File: src/rtl/alu_pkg.sv
// Shared types and constants for the ALU sharing logic: opcode map, data
// widths, flag bit positions and the arbiter FSM state encoding.
package alu_pkg;

    localparam int OP_W   = 5;
    localparam int DATA_W = 32;
    localparam int FLAG_W = 4;

    localparam int FLAG_N = 3;
    localparam int FLAG_Z = 2;
    localparam int FLAG_C = 1;
    localparam int FLAG_V = 0;

    localparam logic [OP_W-1:0] NOP  = 5'd0;
    localparam logic [OP_W-1:0] ANDS = 5'd1;
    localparam logic [OP_W-1:0] ORRS = 5'd2;
    localparam logic [OP_W-1:0] MVNS = 5'd3;
    localparam logic [OP_W-1:0] EORS = 5'd4;
    localparam logic [OP_W-1:0] ADCS = 5'd5;
    localparam logic [OP_W-1:0] ADDS = 5'd6;
    localparam logic [OP_W-1:0] SBCS = 5'd7;
    localparam logic [OP_W-1:0] SUB  = 5'd8;
    localparam logic [OP_W-1:0] MULS = 5'd9;
    localparam logic [OP_W-1:0] LSRS = 5'd10;
    localparam logic [OP_W-1:0] LSLS = 5'd11;
    localparam logic [OP_W-1:0] ASR  = 5'd12;
    localparam logic [OP_W-1:0] ROR  = 5'd13;
    localparam logic [OP_W-1:0] UXTB = 5'd14;
    localparam logic [OP_W-1:0] UXTH = 5'd15;
    localparam logic [OP_W-1:0] SXTB = 5'd16;
    localparam logic [OP_W-1:0] SXTH = 5'd17;
    localparam logic [OP_W-1:0] CMP  = 5'd18;

    typedef enum logic [1:0] {
        ST_IDLE,
        ST_EXEC,
        ST_RESP
    } state_t;

    // NOP and anything past the top of the opcode map never reach the ALU.
    function automatic logic op_legal(input logic [OP_W-1:0] op, input int unsigned num_ops);
        return (op != '0) && (32'(op) <= num_ops);
    endfunction

endpackage

File: src/rtl/rr_arbiter2.sv
// Two-way round-robin arbiter; the requester that did not win last time
// takes a tie. rr_last resets to 1 so requester 0 wins the first tie.
module rr_arbiter2 (
    input  logic       clk,
    input  logic       rst_n,
    input  logic       en,
    input  logic [1:0] valid,
    output logic [1:0] grant
);

    logic rr_last;

    always_comb begin
        grant = 2'b00;
        if (en) begin
            if (valid == 2'b11) begin
                grant = rr_last ? 2'b01 : 2'b10;
            end else begin
                grant = valid;
            end
        end
    end

    always_ff @(posedge clk or negedge rst_n) begin
        if (!rst_n) begin
            rr_last <= 1'b1;
        end else if (grant != 2'b00) begin
            rr_last <= grant[1];
        end
    end

endmodule

File: src/rtl/alu_arbiter.sv
// Shares one clocked ALU between two valid/ready requesters and returns one
// tagged, backpressured response per accepted operation.
//
// state   | meaning
// --------+------------------------------------------------------------
// ST_IDLE | waiting for a request; the granted requester sees ready
// ST_EXEC | ALU ports driven with the latched operation, ALU_LATENCY+1 cycles
// ST_RESP | rsp_valid high, response held until rsp_ready
module alu_arbiter
    import alu_pkg::*;
#(
    parameter int unsigned ALU_LATENCY = 1,
    parameter int unsigned NUM_OPS     = 18
) (
    input  logic              clk,
    input  logic              rst_n,

    input  logic              req0_valid,
    output logic              req0_ready,
    input  logic [OP_W-1:0]   req0_op,
    input  logic [DATA_W-1:0] req0_a,
    input  logic [DATA_W-1:0] req0_b,

    input  logic              req1_valid,
    output logic              req1_ready,
    input  logic [OP_W-1:0]   req1_op,
    input  logic [DATA_W-1:0] req1_a,
    input  logic [DATA_W-1:0] req1_b,

    output logic              rsp_valid,
    input  logic              rsp_ready,
    output logic              rsp_id,
    output logic [DATA_W-1:0] rsp_result,
    output logic [FLAG_W-1:0] rsp_flags,
    output logic              rsp_err,

    output logic [OP_W-1:0]   alu_instruction,
    output logic [DATA_W-1:0] alu_num1,
    output logic [DATA_W-1:0] alu_num2,
    input  logic [DATA_W-1:0] alu_result,
    input  logic [FLAG_W-1:0] alu_flags,

    output logic              busy
);

    localparam int CNT_W = (ALU_LATENCY < 2) ? 1 : $clog2(ALU_LATENCY + 1);

    state_t            state;
    logic [1:0]        grant;
    logic              lat_id;
    logic [CNT_W-1:0]  lat_cnt;

    logic              sel_id;
    logic [OP_W-1:0]   sel_op;
    logic [DATA_W-1:0] sel_a;
    logic [DATA_W-1:0] sel_b;

    rr_arbiter2 u_arb (
        .clk   (clk),
        .rst_n (rst_n),
        .en    (state == ST_IDLE),
        .valid ({req1_valid, req0_valid}),
        .grant (grant)
    );

    assign req0_ready = grant[0];
    assign req1_ready = grant[1];

    assign sel_id = grant[1];
    assign sel_op = grant[1] ? req1_op : req0_op;
    assign sel_a  = grant[1] ? req1_a  : req0_a;
    assign sel_b  = grant[1] ? req1_b  : req0_b;

    assign busy = (state != ST_IDLE);

    // The ALU port registers double as the operation latch: they are only
    // non-zero while in ST_EXEC, so reset clears the ALU inputs at once.
    always_ff @(posedge clk or negedge rst_n) begin
        if (!rst_n) begin
            state           <= ST_IDLE;
            lat_id          <= 1'b0;
            lat_cnt         <= '0;
            alu_instruction <= '0;
            alu_num1        <= '0;
            alu_num2        <= '0;
            rsp_valid       <= 1'b0;
            rsp_id          <= 1'b0;
            rsp_result      <= '0;
            rsp_flags       <= '0;
            rsp_err         <= 1'b0;
        end else begin
            case (state)
                ST_IDLE: begin
                    if (grant != 2'b00) begin
                        lat_id <= sel_id;
                        if (op_legal(sel_op, NUM_OPS)) begin
                            alu_instruction <= sel_op;
                            alu_num1        <= sel_a;
                            alu_num2        <= sel_b;
                            lat_cnt         <= CNT_W'(ALU_LATENCY);
                            state           <= ST_EXEC;
                        end else begin
                            rsp_valid  <= 1'b1;
                            rsp_id     <= sel_id;
                            rsp_result <= '0;
                            rsp_flags  <= '0;
                            rsp_err    <= 1'b1;
                            state      <= ST_RESP;
                        end
                    end
                end

                ST_EXEC: begin
                    if (lat_cnt == '0) begin
                        rsp_valid       <= 1'b1;
                        rsp_id          <= lat_id;
                        rsp_result      <= alu_result;
                        rsp_flags       <= alu_flags;
                        rsp_err         <= 1'b0;
                        alu_instruction <= '0;
                        alu_num1        <= '0;
                        alu_num2        <= '0;
                        state           <= ST_RESP;
                    end else begin
                        lat_cnt <= lat_cnt - 1'b1;
                    end
                end

                ST_RESP: begin
                    if (rsp_ready) begin
                        rsp_valid <= 1'b0;
                        state     <= ST_IDLE;
                    end
                end

                default: begin
                    state <= ST_IDLE;
                end
            endcase
        end
    end

endmodule

File: config.mk
export PLATFORM = sky130hd
export DESIGN_NAME = alu_arbiter
export DESIGN_NICKNAME = d
export VERILOG_FILES = /design/src/rtl/alu_pkg.sv /design/src/rtl/rr_arbiter2.sv /design/src/rtl/alu_arbiter.sv
export SDC_FILE = /design/constraint.sdc
export NUM_CORES = 1
export LEC_CHECK = 0
export ABC_AREA = 1
export BUFFER_PORTS_ARGS = -buffer_cell sky130_fd_sc_hd__clkbuf_2
export CELL_PAD_IN_SITES_DETAIL_PLACEMENT = 0
export CELL_PAD_IN_SITES_GLOBAL_PLACEMENT = 1
export CORE_AREA = 2 2 138 140
export CTS_CLUSTER_SIZE = 28
export DETAILED_ROUTE_END_ITERATION = 6
export DIE_AREA = 0 0 140 142
export GPL_TIMING_DRIVEN = 0
export PLACE_DENSITY = 0.79
export SYNTH_ARGS = -nofsm -noshare
export SYNTH_HDL_FRONTEND = slang
export SYNTH_SLANG_ARGS = --single-unit
File: constraint.sdc
create_clock -name clk -period 2.8 [get_ports clk]
set_input_delay 0.84 -clock clk [delete_from_list [all_inputs] [get_ports clk]]
set_output_delay 0.84 -clock clk [all_outputs]
set_load 0.02 [all_outputs]
==> results_dict.tcl, run 1 <==
set metrics [dict create \
    sw_frac_of_total_pct 47.4 \
    register_area_um2 2830 \
    htree_num_levels 4 \
    hold_buffers 0 \
    total_power_mw 10.5 \
    synth.area.top_cells "dfrtp_1 50%, nand2_1 25%, nand3_1 6.6%" \
    leakage_nw 4.49 \
    overflow 0 \
    grt_pass1_wl_mm 31.1 \
    ir_drop_mv 0.517 \
    yosysMostFrequentCell "nand2_1" \
    p_int_mw 5.52 \
    tightestPinTransition_ps 671 \
    grt_pass1_vias 5839 \
    cts.path.max_buffers 2 \
    routed_wirelength_mm 19.9 \
    drtIter0Drc 325 \
    clkTransAtPathRegs_ps 50 \
    nNetsFinal 1259 \
    fin_crit_ps 2660 \
    tritoncts "yes" \
    cts.sinks 113 \
    synthArstFlopShare_pct 100 \
    gp_congestion 0.804 \
    netlist.area_leader.share_pct 49.6 \
    crit_arrival_ps 1820 \
    pre_cts_ws_ps -730 \
    start_util_pct 30.6 \
    synthFlopType "dfrtp_1" \
    m1WireLength_mm 9.04 \
    multi_input_area_um2 2530 \
    drv_cap 0 \
    netlist_area_um2 5650 \
    wl_met3_mm 1.42 \
    fmax_ghz 0.377 \
    seqPwrFrac_pct 26.7 \
    setup_tns_ps 0 \
    yosys-top-cells-count "378 x nand2_1, 112 x dfrtp_1, 75 x nand3_1" \
    dieHeight_um 142 \
    power.share.clock_pct 20.4 \
    drt-pass1-iter-count 7 \
    power_density_nw_per_um2 1300 \
    cts-resized-gates 7 \
    area.growth.synth_to_final_pct 42.4 \
    drive_above_1_share_pct 32.7 \
    vias_per_cell 4.61 \
    setup_slack_ps 145 \
    ios 290 \
    cts_buffers 17 \
    worst-path-max-fanout 10 \
    hold_path.class "in2async" \
    cp_data_required_time_ps 1960 \
    ys_ff_latch 113 \
    die-area_um2 19900 \
    critPathLaunchType "flip-flop" \
    cp_slowest_cell "dfrtp_1" \
    synthCells 769 \
    relSlewSlack_pct 55.3 \
    clk_latency_ps 410 \
    path_buf_inv 3 \
    cp_top_family "buffers and inverters" \
    syn_area_per_cell_um2 7.35 \
    track_usage_pct 19.9 \
    insertedDiodeCount 0 \
    port_buffers 289 \
    outcome "complete, but fails checks" \
    maxUsedRoutingLayer "met5" \
    ys_seq_area_share_pct 50.1 \
    finalHoldViolCount 0 \
    syn_nets 951 \
    antenna_found_initial 1 \
    core_area_um2 18500 \
    finClkSkew_ps 8.31 \
    stdcell_count 1324 \
    post-dp-hpwl_mm 15.0 \
    utilization_pct 43.6 \
    p_sw_mw 4.97 \
    drtAntennaViolNets 0 \
    worstPathCellList "inv_1 > ha_4 > nand2_2 > nor2_4 > buf_4 > clkbuf_2" \
    cts-root-buf "clkbuf_16" \
    drv_slew 0 \
    combPwrFrac_pct 52.9 \
    path_class "reg2out" \
    grt_max_degree 66 \
    synth_edf_count 0 \
    vias 6101 \
    filler_cell_count 1973 \
    fin_crit_sh_pct 94.8 \
    critPathMaxStageDelay_ps 390 \
    violations "DRC" \
    rows 50 \
    rsz0062_at_grt "false" \
    netlist-cell-type-count 24 \
    crit_path_end_kind "primary output" \
    ys.warnings.count 0 \
    cts_setup_buffers 0 \
    route.met2.wl_mm 9.08 \
    die_x_um 140 \
    setup_viol 0 \
    wl_per_cell_um 15.0 \
    dp.cells 1293 \
    yosysTopAreaCell "dfrtp_1" \
    drc 22 \
]
==> through the flow <==
step	area, um^2	hold slack (ps)
global placement	7390	453
finish	8050	383
global route	8050	392
floorplan	5650	442
detailed placement	7420	457
CTS	8030	384
==> sequential cells by signal (all words and copies together) (netlist names) <==
signal / flops
alu_num1: 32
alu_num2: 32
rsp_result: 32
alu_instruction: 5
rsp_flags: 4
state: 2
lat_cnt: 1
lat_id: 1
rsp_err: 1
rsp_id: 1
rsp_valid: 1
u_arb.rr_last: 1
==> power groups by stage <==
stage | clock network (mW) | logic (mW) | registers [mW]
final | 2.14 | 5.54 | 2.80
after floorplan | 0 | 2.78 | 3.62
after CTS | 2.19 | 5.62 | 2.79
after global routing | 2.27 | 6.21 | 2.88
after global placement | 0 | 5.54 | 2.80
after detailed placement | 0 | 5.58 | 2.81
==> layer usage <==
metal	GRT usage [%]	vias to the layer above
met5	0	-
met4	5.85	2
met3	5.96	24
met2	31.9	218
met1	26.2	2780
li1	-	3077
==> final cells by class <==
| cell class | count | area share [%] |
|---|---|---|
| clock buffer | 22 | 5.89 |
| inverter | 16 | 0.747 |
| timing repair buffer | 290 | 18.4 |
| clock inverter | 10 | 1.35 |
| tap | 234 | 3.64 |
| multi-input combinational | 584 | 31.4 |
| sequential | 113 | 35.2 |
| buffer | 55 | 3.33 |
==> path summary, 6_finish.rpt <==
kind / slack [ps] / cells after the start / startpoint / endpoint
max: 140 / 6 / state[0] / req1_ready
max in group asynchronous: 1720 / 2 / rst_n / u_arb.rr_last
min: 380 / 1 / rst_n / rsp_flags[0]
max reg2reg: 300 / 16 / state[0] / alu_num2[22]
min in group clk: 460 / 2 / alu_num1[22] / alu_num1[22]
min reg2reg: 460 / 2 / alu_num1[22] / alu_num1[22]
==> kinds of logic after synthesis <==
kind of cell / count (synthesis) / synth area share (%)
compound gates: 113 / 10.1
fa+ha+maj: 3 / 0.665
buf+inv: 72 / 5.78
flops: 113 / 50.1
simple gates: 468 / 33.4
==> cells in the final DEF (no fill, tap or decap), types with 2 or more instances in the layout <==
cell and count:
buf_2 12, clkinv_2 5, dfrtp_1 112, nor2_1 5, a21oi_1 68, nand2_1 377, clkinvlp_4 2, nand3_1 75
buf_4 6, clkbuf_8 4, clkbuf_1 31, o21ai_1 10, bufinv_16 2, buf_1 4, clkbuf_2 289, o21ai_0 33
inv_1 15, clkbuf_16 17, buf_6 3, nand2_2 3, nand2_4 2
Note: power is estimated with default switching activity, not from simulation.
==> run 2: changes to the inputs <==
--- a/config.mk
+++ b/config.mk
@@ -9,12 +9,13 @@
 export BUFFER_PORTS_ARGS = -buffer_cell sky130_fd_sc_hd__clkbuf_2
 export CELL_PAD_IN_SITES_DETAIL_PLACEMENT = 0
 export CELL_PAD_IN_SITES_GLOBAL_PLACEMENT = 1
-export CORE_AREA = 2 2 138 140
+export CORE_AREA = 2 2 161 123
 export CTS_CLUSTER_SIZE = 28
 export DETAILED_ROUTE_END_ITERATION = 6
-export DIE_AREA = 0 0 140 142
+export DIE_AREA = 0 0 163 125
 export GPL_TIMING_DRIVEN = 0
-export PLACE_DENSITY = 0.79
+export PLACE_DENSITY = 0.78
 export SYNTH_ARGS = -nofsm -noshare
 export SYNTH_HDL_FRONTEND = slang
+export SYNTH_HIERARCHICAL = 1
 export SYNTH_SLANG_ARGS = --single-unit
==> run 2 against run 1 <==
The flow now finishes without violations. Maximum frequency increased by 5.3%. Worst setup slack better by 130 ps. Flip-flop and latch count unchanged. Clock power up 5%. Sequential power about the same. First-iteration DRC count down 0.92%. Critical path depth up 11. Cell count rose by 3.2%. Die area grew 2.5%. Via count rose by 1.6%. Critical endpoint is now alu_num2[30].
==> results_dict.tcl, run 2 <==
set metrics [dict create \
    outcome "complete, no violations" \
    critPathLaunchType "flip-flop" \
    routed_wirelength_mm 20.5 \
    ys_ff_latch 113 \
    synth_edf_count 0 \
    power_density_nw_per_um2 1280 \
    insertedDiodeCount 0 \
    grt_pass1_wl_mm 32.5 \
    total_power_mw 10.5 \
    rows 44 \
    syn_area_per_cell_um2 7.29 \
    gp_congestion 0.811 \
    grt_pass1_vias 6097 \
    antenna_found_initial 0 \
    netlist.area_leader.share_pct 48.7 \
    final_area_um2 8220 \
    yosys-top-cells-count "410 x nand2_1, 112 x dfrtp_1, 76 x nand3_1" \
    start_util_pct 30.3 \
    drt-pass1-iter-count 5 \
    cts_buffers 17 \
    final_cell_mix "410 x nand2_1, 293 x clkbuf_2, 111 x dfrtp_1" \
    drive_above_1_share_pct 32.1 \
    yosysMostFrequentCell "nand2_1" \
    area.growth.synth_to_final_pct 42.9 \
    cts-root-buf "clkbuf_16" \
    setup_viol 0 \
    wl_per_cell_um 15.0 \
    overflow 0 \
    cts.sinks 113 \
    fin_crit_sh_pct 90.0 \
    clkTransAtPathRegs_ps 60 \
    tightestPinTransition_ps 651 \
    path_class "reg2reg" \
    placed_cell_area_um2 7550 \
    worst-path-max-fanout 10 \
    synth.area.top_cells "dfrtp_1 49%, nand2_1 27%, nand3_1 6.6%" \
    setup_tns_ps 0 \
    reg2reg_to "alu_num2[30]" \
    synthFlopType "dfrtp_1" \
    vias_per_cell 4.54 \
    drtIter0Drc 322 \
    cp_data_required_time_ps 3150 \
    drv_cap 0 \
    hold_buffers 0 \
    clk_latency_ps 420 \
    crit_path_end_kind "flip-flop" \
    netlist-cell-type-count 20 \
    filler_cell_count 2047 \
    post-dp-hpwl_mm 15.5 \
    track_usage_pct 20.5 \
    crit_arrival_ps 2870 \
    port_buffers 289 \
    drtAntennaViolNets 0 \
    htree_num_levels 4 \
    layout_commonest_cell "nand2_1" \
    p_sw_mw 5.04 \
    tritoncts "yes" \
    dieHeight_um 125 \
    worstReg2RegStart "state[1]" \
    finalHoldViolCount 0 \
    drv_slew 0 \
    vias 6201 \
    ys_seq_area_share_pct 49.2 \
    sw_frac_of_total_pct 47.9 \
    p_int_mw 5.48 \
    synthArstFlopShare_pct 100 \
    yosysTopAreaCell "dfrtp_1" \
    ys.warnings.count 6 \
    relSlewSlack_pct 56.6 \
    nNetsFinal 1280 \
    drc 0 \
    ios 290 \
    leakage_nw 4.67 \
    top_regs "alu_num1: 32 flops, alu_num2: 32 flops, rsp_result: 32 flops" \
    fmax_ghz 0.397 \
    fin_crit_ps 2520 \
    die_x_um 163 \
    combPwrFrac_pct 51.7 \
    ir_drop_mv 0.414 \
    synthCells 789 \
    rsz0062_at_grt "true" \
    grt_max_degree 65 \
    finClkSkew_ps 9.35 \
    regToRegSetupSlack_ps 280 \
    power.share.clock_pct 21.4 \
    rr_worst_depth 17 \
    netlist_area_um2 5750 \
    core_area_um2 19000 \
    hold_path.class "in2async" \
    seqPwrFrac_pct 26.9 \
    syn_nets 968 \
    die-area_um2 20400 \
    cts.path.max_buffers 2 \
]
[run 2: layout make-up]
cell class	count	area [um^2]	share of cell area (%)
clock buffer	18	429	5.22
multi-input combinational	606	2640	32.1
timing repair buffer	293	1510	18.3
inverter	11	41.3	0.503
tap	253	317	3.85
clock inverter	14	180	2.19
buffer	59	273	3.32
sequential	113	2830	34.4
[run 2: how the worst max path moves through the flow]
stage,slack (ps),startpoint,endpoint
finish,280,state[1],alu_num2[30]
global route,-9,state[1],alu_num1[14]
CTS,20,state[1],alu_num2[25]
detailed placement,-280,req1_valid,alu_num2[23]
global placement,-910,rst_n,alu_num1[10]
floorplan,320,req1_valid,alu_num1[0]
[run 2: kinds of logic (layout without fill, tap and decap cells)]
group           count (synthesis)  count (layout)  share of synthesized area [%]
flops                         113             113                           49.2
buf+inv                        70             395                           5.24
simple gates                  530             530                           38.9
compound gates                 76              76                           6.72
[run 2: timing repair]
item | 4_1_cts | 5_1_grt
setup endpoints to repair | 101 | 110
gates cloned | 0 | 0
buffers inserted | 0 | 3
endpoints found under the hold margin | 0 | 0
resized for setup | 4 | 10
pin swaps | 0 | 2
[run 2: routing by layer]
| metal | part of all wire (%) | track usage, % | vias to the layer above | wire length (um) |
|---|---|---|---|---|
| li1 | - | - | 3147 | - |
| met1 | 46 | 27.5 | 2797 | 9390 |
| met2 | 44 | 31.8 | 237 | 9060 |
| met3 | 8.8 | 7.10 | 20 | 1790 |
| met4 | 1.1 | 4.74 | 0 | 217 |
| met5 | 0 | 0 | - | 0 |
[run 2: metrics by stage]
step | hold slack [ps] | std cells | util (%) | setup slack [ps]
floorplan | 442 | 789 | - | 321
global placement | 454 | 1331 | 39.6 | -909
detailed placement | 457 | 1332 | 39.8 | -281
CTS | 380 | 1364 | 43.0 | 20.7
global route | 392 | 1367 | 43.3 | -8.73
finish | 369 | 1367 | 43.3 | 279
[run 2: power groups by stage]
stage | Clock (mW) | Sequential (mW) | Combinational [mW]
floorplan | 0 | 3.61 | 2.67
global placement | 0 | 2.82 | 5.39
detailed placement | 0 | 2.83 | 5.44
CTS | 2.29 | 2.83 | 5.46
global route | 2.39 | 2.93 | 6.10
finish | 2.25 | 2.83 | 5.44
[run 2: worst max-delay path, stage by stage (launching register included)]
cell and delay, ps:
dfrtp_2 460, nor2_4 170, nand2_1 70, inv_1 50, nand2_1 50, inv_1 70
buf_4 170, inv_2 120, nand2_1 90, nand2_1 60, nor2_2 140, nand2_1 60
nand2_1 70, nand2_1 80, nand2_4 160, clkbuf_1 380, nand3_1 150, nand2_1 100
==> run 3: changes to the inputs <==
--- a/config.mk
+++ b/config.mk
@@ -5,16 +5,16 @@
 export SDC_FILE = /design/constraint.sdc
 export NUM_CORES = 1
 export LEC_CHECK = 0
-export ABC_AREA = 1
 export BUFFER_PORTS_ARGS = -buffer_cell sky130_fd_sc_hd__clkbuf_2
 export CELL_PAD_IN_SITES_DETAIL_PLACEMENT = 0
 export CELL_PAD_IN_SITES_GLOBAL_PLACEMENT = 1
-export CORE_AREA = 2 2 161 123
+export CORE_AREA = 2 2 152 117
 export CTS_CLUSTER_SIZE = 28
 export DETAILED_ROUTE_END_ITERATION = 6
-export DIE_AREA = 0 0 163 125
+export DIE_AREA = 0 0 154 119
 export GPL_TIMING_DRIVEN = 0
-export PLACE_DENSITY = 0.78
+export PLACE_DENSITY = 0.79
+export SLEW_MARGIN = 25
 export SYNTH_ARGS = -nofsm -noshare
 export SYNTH_HDL_FRONTEND = slang
 export SYNTH_HIERARCHICAL = 1
==> run 3 against run 2 <==
The run now ends with DRC left. Sequential share of layout area up 0.33 points. Utilization is 4.4 points higher. First-iteration DRC count down 24%. Flip-flop and latch count stayed put. Cell count shrank 24%. Wire length down 22%. Combinational power decreased by 6.6%. Clock power shrank 3%. Maximum frequency shrank 7.2%. Non-clock buffer count decreased by 25. Hold slack better by 19 ps. Synthesized cell count fell by 37%. Highest routed layer unchanged.
==> results_dict.tcl, run 3 <==
set metrics [dict create \
    dieHeight_um 119 \
    grt_pass1_vias 4737 \
    clk_latency_ps 410 \
    worstPathCellList "nor2_4 > nand2_1 > a21oi_4 > buf_12 > buf_12 > mux2i_4 > nand3_2 > o22ai_4 > a21boi_4 > buf_4 > buf_6 > mux2_4" \
    relSlewSlack_pct 43.4 \
    grt_max_degree 60 \
    layout_commonest_cell "clkbuf_2" \
    drc 1 \
    insertedDiodeCount 0 \
    hold_path.class "in2async" \
    syn_nets 675 \
    crit_arrival_ps 3000 \
    yosysMostFrequentCell "dfrtp_1" \
    critPathMaxStageDelay_ps 450 \
    fin_crit_sh_pct 97.0 \
    drive_above_1_share_pct 52.0 \
    filler_cell_count 1628 \
    die_x_um 154 \
    htree_num_levels 4 \
    violations "DRC" \
    die-area_um2 18300 \
    drv_slew 0 \
    drtIter0Drc 244 \
    crit_path_end_kind "flip-flop" \
    synth.area.top_cells "dfrtp_1 50%, mux2i_1 19%, mux2_2 12%" \
    drt-pass1-iter-count 7 \
    vias 4691 \
    tritoncts "yes" \
    post-dp-hpwl_mm 12.1 \
    nNetsFinal 989 \
    netlist_area_um2 5600 \
    path_class "reg2reg" \
    antenna_found_initial 0 \
    fmax_ghz 0.368 \
    holdWs_ps 388 \
    ys.warnings.count 6 \
    utilization_pct 47.7 \
    drv_cap 0 \
    grt_pass1_wl_mm 25.7 \
    setup_viol 0 \
    ys_seq_area_share_pct 50.5 \
    ir_drop_mv 0.461 \
    routed_wirelength_mm 16.0 \
    core_area_um2 17100 \
    overflow 0 \
    critPathMostFrequentCell "buf_12" \
    synthFlopType "dfrtp_1" \
    yosysTopAreaCell "dfrtp_1" \
    cts-root-buf "clkbuf_16" \
    yosys-top-cells-count "112 x dfrtp_1, 104 x mux2i_1, 71 x nor2_1" \
    port_buffers 289 \
    syn_area_per_cell_um2 11.3 \
    tightestPinTransition_ps 849 \
    worst-path-max-fanout 10 \
    cp_data_required_time_ps 3080 \
    ys_ff_latch 113 \
    synthCells 496 \
    track_usage_pct 18.0 \
    synth_edf_count 0 \
    gp_congestion 0.771 \
    outcome "complete, but fails checks" \
    finalHoldViolCount 0 \
    cts.sinks 113 \
    cts_buffers 17 \
    finClkSkew_ps 8.70 \
    critPathLaunchType "flip-flop" \
    ios 290 \
    start_util_pct 32.8 \
    synthArstFlopShare_pct 100 \
    power_density_nw_per_um2 1250 \
    netlist-cell-type-count 33 \
    final_cell_mix "288 x clkbuf_2, 110 x dfrtp_1, 102 x mux2i_1" \
    cp_slowest_cell "dfrtp_2" \
    netlist.area_leader.share_pct 50.0 \
    clkTransAtPathRegs_ps 60 \
    rows 42 \
    top_regs "alu_num1: 32 flops, alu_num2: 32 flops, rsp_result: 32 flops" \
    fin_crit_ps 2720 \
    vias_per_cell 4.50 \
    wl_per_cell_um 15.3 \
    area.growth.synth_to_final_pct 45.3 \
    drtAntennaViolNets 0 \
    cts.path.max_buffers 2 \
    leakage_nw 4.08 \
]
[run 3: routing by layer]
layer	up-vias	wire length [um]	GRT usage [%]
met2	163	7410	28.9
li1	2281	-	-
met5	-	0	0
met4	0	175	4.50
met3	16	1120	6.11
met1	2231	7290	23.5
[run 3: worst paths after layout]
| path | start | to | slack [ps] | cells after the start |
|---|---|---|---|---|
| max | state[1] | alu_num2[24] | 80 | 12 |
| min | rst_n | alu_num2[17] | 390 | 1 |
| max reg2reg | state[1] | alu_num2[24] | 80 | 12 |
| min reg2reg | rsp_valid | rsp_valid | 480 | 1 |
| max in group asynchronous | rst_n | rsp_err | 1740 | 2 |
| min in group clk | rsp_valid | rsp_valid | 480 | 1 |
[run 3: layout make-up]
class	instances	area, um^2	area share, %
sequential	113	2830	34.8
inverter	40	150	1.84
tap	220	275	3.38
clock inverter	14	164	2.01
timing repair buffer	297	1560	19.2
clock buffer	18	439	5.39
buffer	30	156	1.92
multi-input combinational	311	2560	31.5
[run 3: stage by stage]
step	worst slack [ps]	total power, mW	area (um^2)	instances	TNS, ps
final	84.6	10.2	8140	1043	0
after global routing	-12.0	10.9	8140	1043	-99.3
after CTS	22.5	10.3	8050	1040	0
after detailed placement	-545	7.93	7390	1006	-45270
after global placement	-879	7.85	7360	1005	-140700
after floorplan	13.3	6.30	5630	496	0
[run 3: logic make-up (layout without fill, tap and decap cells)]
logic type | Yosys count | count (layout) | share of synthesized area (%)
AOI/OAI and AO/OA | 15 | 15 | 1.99
buffers and inverters | 72 | 399 | 5.29
DFF | 113 | 113 | 50.5
muxes | 176 | 176 | 33.8
and+or+nand+nor | 120 | 120 | 8.44
[run 3: report_power, final]
| part | switching [mW] | internal (mW) | total, mW |
|---|---|---|---|
| clock | 0.777 | 1.42 | 2.19 |
| sequential | 0.456 | 2.48 | 2.94 |
| combinational | 2.85 | 2.23 | 5.08 |
| total | 4.08 | 6.13 | 10.2 |
[run 3: what timing repair did]
action / 4_1_cts / 5_1_grt
hold buffers: 0 / 0
resized for setup: 4 / 12
setup endpoints to repair: 109 / 89
setup buffers: 3 / 4
pin swaps: 2 / 1
gates cloned: 0 / 0
[run 3: critical path: cells and delay by family (launching register included)]
kind / cells / cell delay (ps)
AO/OA/AOI/OAI: 3 / 500
AND/OR/NAND/NOR: 3 / 370
multiplexers: 2 / 600
buffers and inverters: 4 / 650
flip-flops: 1 / 450
